### config.mk
export PLATFORM = sky130hd
export DESIGN_NAME = bit_clk_recovery_p
export DESIGN_NICKNAME = d
export VERILOG_FILES = /design/src/rtl/bit_clk_recovery_p.sv
export SDC_FILE = /design/constraint.sdc
export NUM_CORES = 1
export LEC_CHECK = 0
export ABC_AREA = 1
export CAP_MARGIN = 20
export CORE_MARGIN = 1
export CORE_UTILIZATION = 50
export CTS_BUF_LIST = sky130_fd_sc_hd__clkbuf_4 sky130_fd_sc_hd__clkbuf_8
export CTS_CLUSTER_SIZE = 28
export DETAILED_ROUTE_END_ITERATION = 7
export PLACE_DENSITY_LB_ADDON = 0.2
export SLEW_MARGIN = 20
export SYNTH_ARGS = -nofsm -noshare
export SYNTH_HDL_FRONTEND = slang
export SYNTH_SLANG_ARGS = --single-unit
export TNS_END_PERCENT = 100
### constraint.sdc
create_clock -name clk_200M -period 4.75 [get_ports clk_200M]
set_input_delay 0.95 -clock clk_200M [delete_from_list [all_inputs] [get_ports clk_200M]]
set_output_delay 0.95 -clock clk_200M [all_outputs]
set_load 0.02 [all_outputs]
### src/rtl/bit_clk_recovery_p.sv
`default_nettype none
// ============================================================================
// Module   : bit_clk_recovery_p
// Brief    : Recovers a bit clock, sampled data and a lock flag from an async
//            serial line by tracking the shortest edge-to-edge interval.
//            Optional glitch filter: define BCR_GLITCH_FILTER_EN.
// Revision : 1.0
// ============================================================================
module bit_clk_recovery_p #(
    parameter int CNT_W        = 16,
    parameter int INIT_PERIOD  = 801,
    parameter int RELAX_EDGES  = 16,
    parameter int LOCK_EDGES   = 8,
    parameter int MIN_INTERVAL = 4
) (
    input  logic             clk_200M,
    input  logic             rst_n,
    input  logic             signal,
    output logic             clk_rec,
    output logic [CNT_W-1:0] clk_freq,
    output logic             bit_valid,
    output logic             bit_data,
    output logic             locked
);

    localparam int                LOCK_W     = $clog2(LOCK_EDGES + 1);
    localparam logic [CNT_W-1:0]  CNT_MAX    = {CNT_W{1'b1}};
    localparam logic [CNT_W-1:0]  ONE        = CNT_W'(1);
    localparam logic [CNT_W-1:0]  FREQ_RST   = CNT_W'(INIT_PERIOD);
    localparam logic [CNT_W-1:0]  RELAX_LAST = CNT_W'(RELAX_EDGES - 1);
    localparam logic [LOCK_W-1:0] LOCK_FULL  = LOCK_W'(LOCK_EDGES);
    localparam logic [LOCK_W-1:0] LOCK_ONE   = LOCK_W'(1);

    logic             sync1_q, sync1_d;
    logic             sig_s_q, sig_s_d;
    logic             sig_d_q, sig_d_d;
    logic [1:0]       prime_q, prime_d;
    logic             started_q, started_d;
    logic [CNT_W-1:0] interval_q, interval_d;
    logic [CNT_W-1:0] freq_q, freq_d;
    logic [CNT_W-1:0] relax_q, relax_d;
    logic [LOCK_W-1:0] lock_q, lock_d;
    logic [CNT_W-1:0] phase_q, phase_d;
    logic             clk_rec_q, clk_rec_d;
    logic             bit_valid_q, bit_valid_d;
    logic             bit_data_q, bit_data_d;

    logic             edge_det;
    logic             long_enough;
    logic             meas_edge;
    logic             shrink_edge;
    logic             other_edge;
    logic [CNT_W-1:0] interval_cnt;
    logic [CNT_W-1:0] half;
    logic [CNT_W-1:0] half_eff;
    logic [CNT_W-1:0] quarter;
    logic [CNT_W-1:0] phase_inc;
    logic             toggle;

    // Edges are only trusted once sig_d holds a post-reset sample, so a level
    // present at reset release is not mistaken for a transition.
    always_comb begin
        sync1_d = signal;
        sig_s_d = sync1_q;
        sig_d_d = sig_s_q;
        prime_d = (prime_q == 2'd3) ? prime_q : prime_q + 2'd1;
    end

    assign edge_det     = (prime_q == 2'd3) && (sig_s_q != sig_d_q);
    assign interval_cnt = (interval_q == CNT_MAX) ? CNT_MAX : interval_q + ONE;

`ifdef BCR_GLITCH_FILTER_EN
    assign long_enough = (interval_cnt >= CNT_W'(MIN_INTERVAL));
`else
    assign long_enough = 1'b1;
`endif

    // The first edge after reset only starts the interval measurement.
    assign meas_edge   = edge_det && started_q && long_enough;
    assign shrink_edge = meas_edge && (interval_cnt < freq_q) && (interval_cnt != CNT_MAX);
    assign other_edge  = meas_edge && !shrink_edge;

    always_comb begin
        interval_d = edge_det ? '0 : interval_cnt;
        started_d  = started_q | edge_det;
        freq_d     = freq_q;
        relax_d    = relax_q;
        lock_d     = lock_q;

        if (shrink_edge) begin
            freq_d  = interval_cnt;
            relax_d = '0;
        end else if (other_edge) begin
            if (relax_q == RELAX_LAST) begin
                relax_d = '0;
                if (freq_q != CNT_MAX) begin
                    freq_d = freq_q + ONE;
                end
            end else begin
                relax_d = relax_q + ONE;
            end
        end

        if (shrink_edge || (interval_q == CNT_MAX)) begin
            lock_d = '0;
        end else if (other_edge && (lock_q != LOCK_FULL)) begin
            lock_d = lock_q + LOCK_ONE;
        end
    end

    always_comb begin
        half      = {1'b0, freq_q[CNT_W-1:1]};
        half_eff  = (half == '0) ? ONE : half;
        quarter   = {2'b00, freq_q[CNT_W-1:2]};
        phase_inc = phase_q + ONE;
        phase_d   = phase_inc;
        toggle    = 1'b0;

        if (phase_inc >= half_eff) begin
            phase_d = '0;
            toggle  = 1'b1;
        end else if (edge_det && long_enough && (phase_q >= quarter)) begin
            // Late edge: pull the recovered clock back onto the data transition.
            phase_d = '0;
            toggle  = 1'b1;
        end

        clk_rec_d   = clk_rec_q ^ toggle;
        bit_valid_d = toggle && !clk_rec_q;
        bit_data_d  = (toggle && !clk_rec_q) ? sig_s_q : bit_data_q;
    end

    always_ff @(posedge clk_200M or negedge rst_n) begin
        if (!rst_n) begin
            sync1_q     <= 1'b0;
            sig_s_q     <= 1'b0;
            sig_d_q     <= 1'b0;
            prime_q     <= 2'd0;
            started_q   <= 1'b0;
            interval_q  <= '0;
            freq_q      <= FREQ_RST;
            relax_q     <= '0;
            lock_q      <= '0;
            phase_q     <= '0;
            clk_rec_q   <= 1'b0;
            bit_valid_q <= 1'b0;
            bit_data_q  <= 1'b0;
        end else begin
            sync1_q     <= sync1_d;
            sig_s_q     <= sig_s_d;
            sig_d_q     <= sig_d_d;
            prime_q     <= prime_d;
            started_q   <= started_d;
            interval_q  <= interval_d;
            freq_q      <= freq_d;
            relax_q     <= relax_d;
            lock_q      <= lock_d;
            phase_q     <= phase_d;
            clk_rec_q   <= clk_rec_d;
            bit_valid_q <= bit_valid_d;
            bit_data_q  <= bit_data_d;
        end
    end

    assign clk_rec   = clk_rec_q;
    assign clk_freq  = freq_q;
    assign bit_valid = bit_valid_q;
    assign bit_data  = bit_data_q;
    assign locked    = (lock_q == LOCK_FULL);

endmodule
`default_nettype wire

======== Word level (Yosys, flattened, before mapping) ========
Cells that the tools add are included.
word-level totals
  output and inout port bits .............. 20
  word-level logic and storage cells ...... 65
  bits in registers ....................... 77
  input bits .............................. 3
operators by class
  reductions and logical operators ........ 17
  multiplexer cells ....................... 16
  order comparisons ....................... 3
  equality and inequality tests ........... 8
  $add $sub $neg .......................... 6
  bitwise operators ....................... 2
operators with widths
  operator                                                                 number
  16-bit 2-to-1 mux                                                        11
  16-bit by 1-bit adder with 16-bit output (second input constant)         4
  16-bit inequality test (second input constant)                           2
  16-bit equality test (second input constant)                             1
  16-bit by 4-bit equality test with 1-bit output (second input constant)  1
  16-bit by 14-bit greater-or-equal comparator with 1-bit output           1
  16-bit by 15-bit greater-or-equal comparator with 1-bit output           1
  16-bit less-than comparator                                              1
  15-bit logical NOT                                                       1
  15-bit 2-to-1 mux                                                        1
  1-bit logical AND                                                        8
  4-bit 2-to-1 mux                                                         2
  2-bit nonzero test                                                       4
  4-bit by 1-bit adder with 4-bit output (second input constant)           1
  4-bit equality test (second input constant)                              1
  4-bit inequality test (second input constant)                            1
  3-bit AND reduction                                                      1
  2-bit by 1-bit adder with 2-bit output (second input constant)           1
  2-bit equality test (second input constant)                              1
  1-bit logical NOT                                                        2
  1-bit 2-to-1 mux                                                         2
  1-bit logical OR                                                         1
  1-bit inequality test                                                    1
  1-bit OR                                                                 1
  1-bit bitwise XOR                                                        1

======== Depth between registers and ports, before layout ========
  depth in word-level cells ............... 10
  depth in mapped cells ................... 24
  depth with buffers taken out ............ 22

======== Worst setup path before layout ========
OpenSTA, ideal clock, no wires.
  kind .................................... reg2reg
  start ................................... reg interval_q[0]
  end ..................................... reg freq_q[7], in the netlist clk_freq[7]
  buffers on the path ..................... 4
  slack ................................... 1.788 ns
  arrival ................................. 2.845 ns
  data required time ...................... 4.633 ns
  cell stages (with the launch flop) ...... 23
  path through ............................ dfrtp_1 ha_1 nand2_2 nor2_4 nand2_2 inv_2 nand2_2 buf_6 clkbuf_1 nand2_1 ha_1 a21oi_1 nor2_1 a211oi_1 nand2_1 nand2_1 nand2_4 buf_6 nand2_4 nand2_4 buf_6 nand2_1 nand2_1
between the ends
  cells in the longest elaborated chain, start to end .. 9
  elaborated cells between the ends (all ways) .. 14
  classes of those cells .................. add/sub (1); order compare (1); eq/ne (2); mux (2); reduce/logical (8)
ends and longest elaborated chain
  item                                                                              RTL line  RTL
  start, declared                                                                   39        logic [CNT_W-1:0] interval_q, interval_d;
  start signal, assigned                                                            154       interval_q <= interval_d;
  16-bit by 1-bit adder with 16-bit output or 16-bit equality test (tied branches)  70        assign interval_cnt = (interval_q == CNT_MAX) ? CNT_MAX : interval_q + ONE;
  16-bit 2-to-1 mux *                                                               70
  16-bit less-than comparator                                                       80        assign shrink_edge = meas_edge && (interval_cnt < freq_q) && (interval_cnt != CNT_MAX);
  1-bit logical AND (2 in a row)                                                    80
  1-bit logical NOT                                                                 81        assign other_edge = meas_edge && !shrink_edge;
  1-bit logical AND                                                                 81
  2-bit nonzero test (no source line)                                               -
  3-bit AND reduction (no source line)                                              -
  end signal, assigned                                                              155       freq_q <= freq_d;
  end, declared                                                                     40        logic [CNT_W-1:0] freq_q, freq_d;
Mark *: on every way between the ends. The rest lies on a longest branch, timed or not.
A chain may end at the register's enable or synchronous reset.

======== Worst setup path after layout ========
  start ................................... reg interval_q[0]
  end ..................................... reg freq_q[8], in the netlist clk_freq[8]
The elaborated chain is that of the path after synthesis.

==> results.md <==
| Stage | Result | Value |
|:---|:---|:---|
| outcome | Status | finished, final reports clean |
| finish | Layout Utilization | 0.5745 |
| clock network | Cell at the root of the clock tree | sky130_fd_sc_hd__clkbuf_8 |
| sta | Post-route fraction of the period consumed by the critical path | 0.8108 |
| sta | Highest achievable clock rate | 259.6 MHz |
| sta | Final Critical Period | 3.852 ns |
| sta | Sum of negative setup slack | 0 ns |
| critical path | Worst Path Required | 5.05 ns |
| sta | Final-report hold violation count | 0 |
| floorplanning | Area of the core region | 0.01051 mm^2 |
| critical path | Most prevalent standard cell on the critical path | sky130_fd_sc_hd__nand2_1 |
| place | Weighted congestion at the end of routability-driven global placement | 0.8734 |
| detailed routing | Via density per instance | 5.350 |
| sta | Slew at the pin with the worst max-slew slack | 0.7300 ns |
| yosys | Post-synthesis instance area | 0.005504 mm^2 |
| finish | Area grow syn2layout | 9.684% |
| finish | Fraction of final layout cells with drive strength greater than 1 | 0.05614 |
| floorplanning | Ports placed on the boundary | 23 |
| clock network | Worst skew pair latency | 0.36 ns |
| clock network | Number of buffers added for setup after CTS | 0 |
| power | Power density cells | 333.0 mW/mm^2 |
| yosys | Post-synthesis net count | 796 |
| clock network | CTS Buffer Depth | 2 |
| clock network | CTS tree | yes |
| floorplanning | Height of the chip | 106.9 um |
| global route | Overall fraction of global-route tracks in use | 0.2541 |
| power | Leakage component of the power | 3.077 nW |
| critical path | Critical Path, Cell by Cell | ha_1, nand2_2, nor2_4, nand2_2, inv_2, nand2_2, nand3_1, ha_1, a21oi_1, nor2_1, a211oi_1, nand2_1, nand2_1, nand2_4, a21oi_4, nand2_1, nand2_1 |
| yosys | Sequential fraction of the synthesis area | 0.3510 |
| yosys | Synth warnings | 0 |
| detailed routing | Vias after detailed routing | 4826 |
| clock network | Num CTS Buffers | 9 |
| sta | Final worst slack | 0.8985 ns |
| sta | Total of endpoints with negative setup slack in the final report | 0 |
| sta | Max Transition Viols Final | 0 |
| yosys | Post-synthesis cell count | 741 |
| floorplanning | Overall die width | 106.9 um |
| sta | Unrepaired setup endpoints after global routing | false |
| hold path | Class of the tightest hold or removal check | flip-flop to flip-flop |
| power | Final total power | 2.010 mW |
| floorplanning | Initial cell density of the core | 0.5238 |
| critical path | Type of the setup path with the least slack | flip-flop to flip-flop |
| detailed routing | Final routed wire length divided by cell count | 14.65 um |
| clock network | # H-tree levels | 3 |
| global route | Global-route wire length before repair | 22470 um |
| hold path | Startpoint of the tightest hold check path | sig_s_d$_DFF_PN0_ |
| floorplanning | Die area | 0.01143 mm^2 |
| place | DP Wirelength | 9990 um |
| yosys | Synth Area per Inst | 7.428 um^2 |
| hold path | Cell depth of the worst hold path | 0 |
| clock network | # resized after CTS | 0 |
| critical path | Crit path max-delay cell type | sky130_fd_sc_hd__a21oi_4 |
| clock network | Number of sinks handled by clock tree synthesis | 77 |
| hold path | End of the worst hold path | sig_d_d$_DFF_PN0_ |
| critical path | FF-to-FF End | clk_freq[8]$_DFFE_PN1P_ |
| global route | Antenna violations before repair | 0 |
| clock network | CTS Hold Bufs | 0 |
| detailed routing | DRC violation count after routing | 0 |
| finish | Number of fill cells | 965 |
| place | DP Worst Slack | 0.9757 ns |
| critical path | Critical Path Fanout Max | 23 |
| global route | Total global routing overflow | 0 |
| detailed routing | Sum of routed wire length over all layers | 13210 um |
| sta | Largest clock skew in the final design | 0.01036 ns |
| sta | Relative max-transition margin | 0.5134 |
| yosys | Distinct cell type count after synthesis | 39 |
| detailed routing | Antenna-violating nets left | 0 |
| floorplanning | Placement row count | 37 |
| yosys | Flip-flop and latch count after synthesis | 77 |
| place | Quantity of I/O buffers inserted on ports | 22 |
| critical path | Worst r2r path cells | 17 |
| critical path | Launch point of the worst reg-to-reg path | interval_q[0]$_DFF_PN0_ |
| detailed routing | 1st-iter DRT viols | 325 |
| detailed routing | 1st-pass router iterations | 5 |
| critical path | Critical Path Sink Type | flip-flop |
| critical path | R2R setup slack | 0.90 ns |
| power | Maximum resistive drop on vdd | 359.2 uV |
| finish | Multi-input gate area in the final layout | 0.003073 mm^2 |
| clock network | Clock transition at path regs | 0.08 ns |
| finish | Register area | 0.001932 mm^2 |
| global route | Vias in the first global route | 4789 |
| critical path | Data arrival time at the worst-slack endpoint | 4.15 ns |
| finish | Inserted Diodes | 0 |
| critical path | Maximum cell stage delay along the critical path | 0.44 ns |
| sta | Hold_ws | 0.3575 ns |
| global route | Maximum number of pins on one net before global-route repair | 78 |
| critical path | CP Launch Type | flip-flop |
| flow run | Maxcap violations | 0 |
| finish | # nets final | 817 |
==> per-stage QoR <==
step,instances,cell area (um^2)
2_1_floorplan,741,5504
3_3_place_gp,887,5821
3_5_place_dp,887,5821
4_1_cts,902,6033
5_1_grt,902,6037
6_report,902,6037
==> Yosys cell counts <==
master / count / area share
sky130_fd_sc_hd__nand3_2: 1 / 0.0018
sky130_fd_sc_hd__ha_1: 52 / 0.12
sky130_fd_sc_hd__or2_2: 1 / 0.0011
sky130_fd_sc_hd__a211oi_1: 3 / 0.0041
sky130_fd_sc_hd__buf_6: 4 / 0.0082
sky130_fd_sc_hd__nand2_4: 4 / 0.0082
sky130_fd_sc_hd__inv_1: 108 / 0.074
sky130_fd_sc_hd__o21ai_1: 3 / 0.0027
sky130_fd_sc_hd__nor3b_1: 1 / 0.0014
sky130_fd_sc_hd__a31oi_1: 3 / 0.0034
sky130_fd_sc_hd__mux2_2: 2 / 0.0041
sky130_fd_sc_hd__nor2_1: 54 / 0.037
sky130_fd_sc_hd__o211ai_1: 1 / 0.0014
sky130_fd_sc_hd__inv_2: 2 / 0.0014
sky130_fd_sc_hd__nor3_1: 22 / 0.020
sky130_fd_sc_hd__o21ai_0: 16 / 0.015
sky130_fd_sc_hd__xor2_1: 34 / 0.054
sky130_fd_sc_hd__nand2_2: 4 / 0.0045
sky130_fd_sc_hd__dfstp_2: 4 / 0.019
sky130_fd_sc_hd__nand4_1: 16 / 0.018
sky130_fd_sc_hd__a21oi_4: 1 / 0.0030
sky130_fd_sc_hd__conb_1: 1 / 0.00068
sky130_fd_sc_hd__o221ai_1: 1 / 0.0016
sky130_fd_sc_hd__clkbuf_1: 7 / 0.0048
sky130_fd_sc_hd__nand3_1: 47 / 0.043
sky130_fd_sc_hd__xnor2_1: 6 / 0.0095
sky130_fd_sc_hd__a21oi_1: 24 / 0.022
sky130_fd_sc_hd__nand2_1: 211 / 0.14
sky130_fd_sc_hd__buf_2: 3 / 0.0027
sky130_fd_sc_hd__o22ai_1: 13 / 0.015
sky130_fd_sc_hd__nand3b_1: 3 / 0.0041
sky130_fd_sc_hd__o41ai_1: 1 / 0.0016
sky130_fd_sc_hd__nor4_1: 7 / 0.0080
sky130_fd_sc_hd__nor2_2: 3 / 0.0034
sky130_fd_sc_hd__dfrtp_1: 73 / 0.33
sky130_fd_sc_hd__o31ai_1: 1 / 0.0014
sky130_fd_sc_hd__a31o_2: 1 / 0.0016
sky130_fd_sc_hd__o2111ai_1: 1 / 0.0016
sky130_fd_sc_hd__nor2_4: 2 / 0.0041
==> per-layer routing <==
layer / routed length (um) / share of wire / up-vias / GRT usage
met4: 190 / 0.014 / 0 / 0.08023
met2: 6109 / 0.46 / 125 / 0.4111
met5: 0 / 0 / - / 0
li1: - / - / 2435 / -
met1: 6222 / 0.47 / 2247 / 0.3350
met3: 688 / 0.052 / 19 / 0.06079
==> cell type report <==
| class | count | area share |
|---|---|---|
| Clock buffer | 11 | 0.02301 |
| Clock inverter | 4 | 0.01223 |
| Inverter | 110 | 0.06839 |
| Multi-Input combinational cell | 540 | 0.5090 |
| Sequential cell | 77 | 0.3200 |
| Tap cell | 136 | 0.02819 |
| Timing Repair Buffer | 24 | 0.03917 |
==> registers in the layout, indices dropped and copies added, names as in the netlist <==
signal,flops
prime_q,2
sig_d_q,1
lock_q,4
interval_q,16
clk_rec,1
sig_d_d,1
bit_data,1
phase_q,16
bit_valid,1
started_q,1
clk_freq,16
relax_q,16
sig_s_d,1
==> critical path, delay by kind of cell (launching register included) <==
family	cells	cell delay, ns
AO/OA/AOI/OAI	3	0.81
adder cells (fa/ha/maj)	2	0.62
buffers and inverters	1	0.05
flip-flops	1	0.43
AND/OR/NAND/NOR	11	1.87
==> cell families after synthesis <==
family,share of synthesized area
AO/OA/AOI/OAI,0.07343
buffers and inverters,0.09070
multiplexers,0.004092
adder cells (fa/ha/maj),0.1182
other,0.0006813
AND/OR/NAND/NOR,0.2983
flip-flops,0.3510
XOR/XNOR,0.06365
==> where the power goes <==
part           total (mW)  internal, mW  switching [mW]
sequential          0.793         0.724          0.0686
clock               0.556         0.305           0.251
combinational       0.661         0.235           0.426
total                2.01          1.26           0.746
==> cell usage in the layout (no fill, tap or decap), types with 16 or more instances in the layout <==
cell type                         instances
sky130_fd_sc_hd__a21oi_1                 24
sky130_fd_sc_hd__clkdlybuf4s50_1         21
sky130_fd_sc_hd__dfrtp_1                 73
sky130_fd_sc_hd__ha_1                    52
sky130_fd_sc_hd__inv_1                  108
sky130_fd_sc_hd__nand2_1                211
sky130_fd_sc_hd__nand3_1                 47
sky130_fd_sc_hd__nand4_1                 16
sky130_fd_sc_hd__nor2_1                  54
sky130_fd_sc_hd__nor3_1                  22
sky130_fd_sc_hd__o21ai_0                 16
sky130_fd_sc_hd__xor2_1                  34
==> worst max path at each step <==
stage,start,end,slack (ns),cells after the start
4_1_cts,interval_q[0]$_DFF_PN0_,clk_freq[8]$_DFFE_PN1P_,0.96,17
5_1_grt,interval_q[0]$_DFF_PN0_,clk_freq[0]$_DFFE_PN1P_,0.44,17
3_3_place_gp,interval_q[0]$_DFF_PN0_,clk_freq[4]$_DFFE_PN0P_,1.13,17
2_1_floorplan,interval_q[0]$_DFF_PN0_,clk_freq[7]$_DFFE_PN0P_,1.79,22
6_report,interval_q[0]$_DFF_PN0_,clk_freq[8]$_DFFE_PN1P_,0.90,17
3_5_place_dp,interval_q[0]$_DFF_PN0_,clk_freq[8]$_DFFE_PN1P_,0.98,17
(Power assumes the default switching activity.)
